<file path="config.mk">
export PLATFORM = sky130hd
export DESIGN_NAME = instr_sequencer
export DESIGN_NICKNAME = d
export VERILOG_FILES = /design/src/rtl/instr_sequencer.sv
export SDC_FILE = /design/constraint.sdc
export NUM_CORES = 1
export LEC_CHECK = 0
export CORE_MARGIN = 1.5
export CORE_UTILIZATION = 35
export CTS_CLUSTER_DIAMETER = 80
export DETAILED_ROUTE_END_ITERATION = 7
export HOLD_SLACK_MARGIN = 0.12
export PLACE_DENSITY = 0.63
export SETUP_SLACK_MARGIN = 0.15
export SYNTH_ARGS = -nofsm -noshare
export SYNTH_HDL_FRONTEND = slang
export SYNTH_SLANG_ARGS = --single-unit
</file>
<file path="constraint.sdc">
create_clock -name clk -period 3.35 [get_ports clk]
set_input_delay 0.67 -clock clk [delete_from_list [all_inputs] [get_ports clk]]
set_output_delay 0.67 -clock clk [all_outputs]
set_load 0.005 [all_outputs]
</file>
<file path="src/rtl/instr_sequencer.sv">
// Instruction sequencer: fetch -> decode -> dispatch to one of three execution FSMs,
// waits for the selected unit's done, and traps undefined opcodes and hung units.
module instr_sequencer #(
    parameter int IW      = 16,
    parameter int PW      = 6,
    parameter int TIMEOUT = 16,
    parameter int CNTW    = 16
) (
    input  logic            clk,
    input  logic            rst,
    input  logic            run,
    output logic            fetch_start,
    input  logic            fetch_done,
    input  logic [IW-1:0]   instr,
    output logic [PW-1:0]   parameter1,
    output logic [PW-1:0]   parameter2,
    output logic            imm_start,
    input  logic            imm_done,
    output logic            reg_start,
    input  logic            reg_done,
    output logic            mov_start,
    input  logic            mov_done,
    output logic            busy,
    output logic            halted,
    output logic            illegal,
    output logic            timeout_err,
    output logic [CNTW-1:0] instr_count
);

    localparam int TW = (TIMEOUT > 2) ? $clog2(TIMEOUT) : 1;
    // Last WAIT cycle that may still see done; the next one is already ERR.
    localparam logic [TW-1:0] T_LAST = TW'(TIMEOUT - 2);

    localparam logic [3:0] OP_NOP  = 4'h0;
    localparam logic [3:0] OP_IMM  = 4'h1;
    localparam logic [3:0] OP_REG  = 4'h2;
    localparam logic [3:0] OP_MOV  = 4'h3;
    localparam logic [3:0] OP_HALT = 4'hF;

    typedef enum logic [3:0] {
        S_IDLE,
        S_FETCH,
        S_FWAIT,
        S_DECODE,
        S_EXEC,
        S_WAIT,
        S_RETIRE,
        S_HALT,
        S_ERR
    } state_t;

    state_t          state, state_nxt;
    logic [3:0]      opcode;
    logic [TW-1:0]   timer;
    logic            err_ill, err_to;
    logic            sel_done;

    // Only the unit that was started may end the WAIT.
    always_comb begin
        sel_done = 1'b0;
        case (opcode)
            OP_IMM:  sel_done = imm_done;
            OP_REG:  sel_done = reg_done;
            OP_MOV:  sel_done = mov_done;
            default: sel_done = 1'b0;
        endcase
    end

    always_ff @(posedge clk or negedge rst) begin
        if (!rst) state <= S_IDLE;
        else      state <= state_nxt;
    end

    always_comb begin
        state_nxt = state;
        case (state)
            S_IDLE:   if (run) state_nxt = S_FETCH;
            S_FETCH:  state_nxt = S_FWAIT;
            S_FWAIT:  if (fetch_done) state_nxt = S_DECODE;
            S_DECODE: begin
                case (opcode)
                    OP_NOP:                 state_nxt = S_RETIRE;
                    OP_IMM, OP_REG, OP_MOV: state_nxt = S_EXEC;
                    OP_HALT:                state_nxt = S_HALT;
                    default:                state_nxt = S_ERR;
                endcase
            end
            S_EXEC:   state_nxt = S_WAIT;
            S_WAIT: begin
                if (sel_done)            state_nxt = S_RETIRE;
                else if (timer == T_LAST) state_nxt = S_ERR;
            end
            S_RETIRE: state_nxt = run ? S_FETCH : S_IDLE;
            S_HALT:   if (!run) state_nxt = S_IDLE;
            S_ERR:    if (!run) state_nxt = S_IDLE;
            default:  state_nxt = S_IDLE;
        endcase
    end

    always_comb begin
        fetch_start = 1'b0;
        imm_start   = 1'b0;
        reg_start   = 1'b0;
        mov_start   = 1'b0;
        busy        = 1'b0;
        halted      = 1'b0;
        case (state)
            S_IDLE, S_ERR: ;
            S_HALT:  halted = 1'b1;
            S_FETCH: begin
                fetch_start = 1'b1;
                busy        = 1'b1;
            end
            S_EXEC: begin
                imm_start = (opcode == OP_IMM);
                reg_start = (opcode == OP_REG);
                mov_start = (opcode == OP_MOV);
                busy      = 1'b1;
            end
            default: busy = 1'b1;
        endcase
    end

    assign illegal     = err_ill;
    assign timeout_err = err_to;

    // Operand fields load only on an accepted fetch and then hold.
    always_ff @(posedge clk or negedge rst) begin
        if (!rst) begin
            opcode     <= '0;
            parameter1 <= '0;
            parameter2 <= '0;
        end else if (state == S_FWAIT && fetch_done) begin
            opcode     <= instr[IW-1:IW-4];
            parameter1 <= instr[2*PW-1:PW];
            parameter2 <= instr[PW-1:0];
        end
    end

    always_ff @(posedge clk or negedge rst) begin
        if (!rst) begin
            timer <= '0;
        end else if (state == S_EXEC) begin
            timer <= '0;
        end else if (state == S_WAIT && !sel_done) begin
            timer <= timer + 1'b1;
        end
    end

    always_ff @(posedge clk or negedge rst) begin
        if (!rst) begin
            instr_count <= '0;
        end else if (state == S_RETIRE) begin
            instr_count <= instr_count + 1'b1;
        end
    end

    // Error cause flags live exactly as long as the ERR state.
    always_ff @(posedge clk or negedge rst) begin
        if (!rst) begin
            err_ill <= 1'b0;
            err_to  <= 1'b0;
        end else if (state == S_DECODE && state_nxt == S_ERR) begin
            err_ill <= 1'b1;
        end else if (state == S_WAIT && state_nxt == S_ERR) begin
            err_to  <= 1'b1;
        end else if (state == S_ERR && !run) begin
            err_ill <= 1'b0;
            err_to  <= 1'b0;
        end
    end

endmodule

</file>
==> metrics <==
Mapped Area=2070 um^2; Max clock buf depth=2; antenna diode count=0; PD cells=757 nW/um^2; Clock transition at path regs=80 ps; Post-CTS Setup Bufs=0; initial antenna violation count=0; startpoint types=register; number of synthesized flops with an enable pin=0; Clk network pwr share=18.4%; CTS hold repair buffers=0; GR Overflow Total=0; IO Count=59; Fmax=338 MHz; Final Critical Period=2960 ps; P_leak=1.19 nW; asr flop ratio synth=100%; WP data arrival=2290 ps; Core Region=5610 um^2; row count=27; CP Capture Type=primary output; FF-to-FF setup slack=1250 ps; power after layout=0.00213 W; Hold Path Class=register to register; Cells after Synth=179; via-per-instance ratio=5.00; # DRC=0; RSZ-0062 raised after global routing=false; Worst-Margin Slew=932 ps; Die Wd=79.9 um; slew margin rel.=37.9%; Finish-stage setup viols=0; CTS Buf Count=5; Cell variety after synth=47; max_cap viols=0; syn nets=205; Ys Warns=0; Port Buffers=58; DRT iter0 DRCs=57; CTS HTree Levels=2; gr usage total=14.1%; Die Y=79.9 um; register bit total from synthesis=42; area delta synth->final=36.0%; Yosys top cell by area=dfrtp_1; VDD IR max=0.326 mV; vias=1561; share of cells above drive strength 1=12.9%; Root Buffer=clkbuf_8; final hold viol count=0; Most used DFF post-synth=dfrtp_1; vias in the first global route=1432; Crit path required time=2680 ps; clock skew=8.22 ps; internal power=0.00145 W; Seq/Total Area, Yosys=50.8%; WL per Instance=13.4 um; nets=265; status=finished, final reports clean; post-route ant nets=0; GPL Wtd Cong=0.800; Resize count post-CTS=0; largest net degree at the start of global routing=43; worst skew pair latency=290 ps; most frequent cells in the layout=clkdlybuf4s50_1, dfrtp_1, nor2_1, nand2_1, xnor2_1; setup_tns=0 ps; WS Path Type=register to primary output; initial core utilization=36.9%; Final Cycle Share=88.2%; crit path max fanout=13; area share of the largest cell type after synthesis=50.8%; synth top area cells=dfrtp_1, mux2_4, xnor2_1; DR pass1 iterations=4; Clock Sink Count=42; sequential power share=39.4%; commonest non-fill, non-tap cell in the layout=clkdlybuf4s50_1; fin. max-slew vios=0; WL final=4180 um; CTS tree=built; syn_area_per_cell=11.5 um^2; overall die area=6380 um^2; Sw Ratio=31.8%; first-pass GRT wire length=6950 um; DP HPWL=2990 um; Net Switching=0.000677 W; Comb power frac=42.2%
==> cells in the mapped netlist, types with 4 or more instances <==
library cell  count
nand3_1           9
nor2_1           15
mux2_4           10
xor2_1            4
dfrtp_1          42
xnor2_1          11
mux2i_1           4
nor3_1            5
nand2_1          14
mux2_2            7
==> stage by stage <==
stage / setup slack, ps / area [um^2] / util [%] / std cells / hold slack, ps
after detailed placement: 716 / 2700 / 48.1 / 304 / 470
final: 394 / 2810 / 50.1 / 312 / 484
after global routing: 243 / 2810 / 50.1 / 312 / 511
after CTS: 384 / 2810 / 50.1 / 312 / 482
after global placement: 729 / 2700 / 48.1 / 304 / 470
after floorplan: 1290 / 2070 / - / 179 / 374
==> sequential cells by signal, summed over array words and instances (netlist names) <==
name	count
instr_count	16
parameter1	6
parameter2	6
opcode	4
state	4
timer	4
illegal	1
timeout_err	1
==> layout make-up <==
class                      count  area [um^2]
multi-input combinational    126          950
fill                         542         2800
sequential                    42         1050
tap                           72         90.1
inverter                       3         11.3
clock buffer                   6         72.6
timing repair buffer          61          598
clock inverter                 2         37.5
==> power by group through the flow <==
| stage | Combinational [W] | Clock (W) | Sequential (W) |
|---|---|---|---|
| global route | 0.000990 | 0.000429 | 0.000866 |
| CTS | 0.000910 | 0.000407 | 0.000840 |
| global placement | 0.000891 | 0 | 0.000846 |
| detailed placement | 0.000907 | 0 | 0.000848 |
| floorplan | 0.000569 | 0 | 0.000811 |
| finish | 0.000898 | 0.000391 | 0.000838 |
==> worst paths after layout <==
check / depth (start not counted) / from / end
worst max-delay path: 4 / state[3] / mov_start
worst min-delay path: 1 / instr_count[15] / instr_count[15]
worst max register to register: 3 / state[0] / parameter1[2]
worst min register to register: 1 / instr_count[15] / instr_count[15]
max in group asynchronous: 1 / rst / state[3]
min in group asynchronous: 1 / rst / instr_count[11]
==> critical path, stage by stage (launching register included) <==
cell             delay [ps]
dfrtp_1                 520
or4b_1                  610
nor2_1                  190
and3_1                  190
clkdlybuf4s50_1         500
==> layer usage <==
metal  GRT usage [%]  vias up  share of wire [%]
met5               0        -                  0
met4            4.14        0                1.1
met2            20.9       54                 44
li1                -      759                  -
met3            3.89        4                7.0
met1            19.8      744                 48
==> cells by family after synthesis <==
family          synth area share, %
compound gates                 6.66
xor+xnor                       6.36
fa+ha+maj                      1.82
buf+inv                        3.21
flops                          50.8
mux                            13.0
simple gates                   18.1
Note: power is estimated with default switching activity, not from simulation.
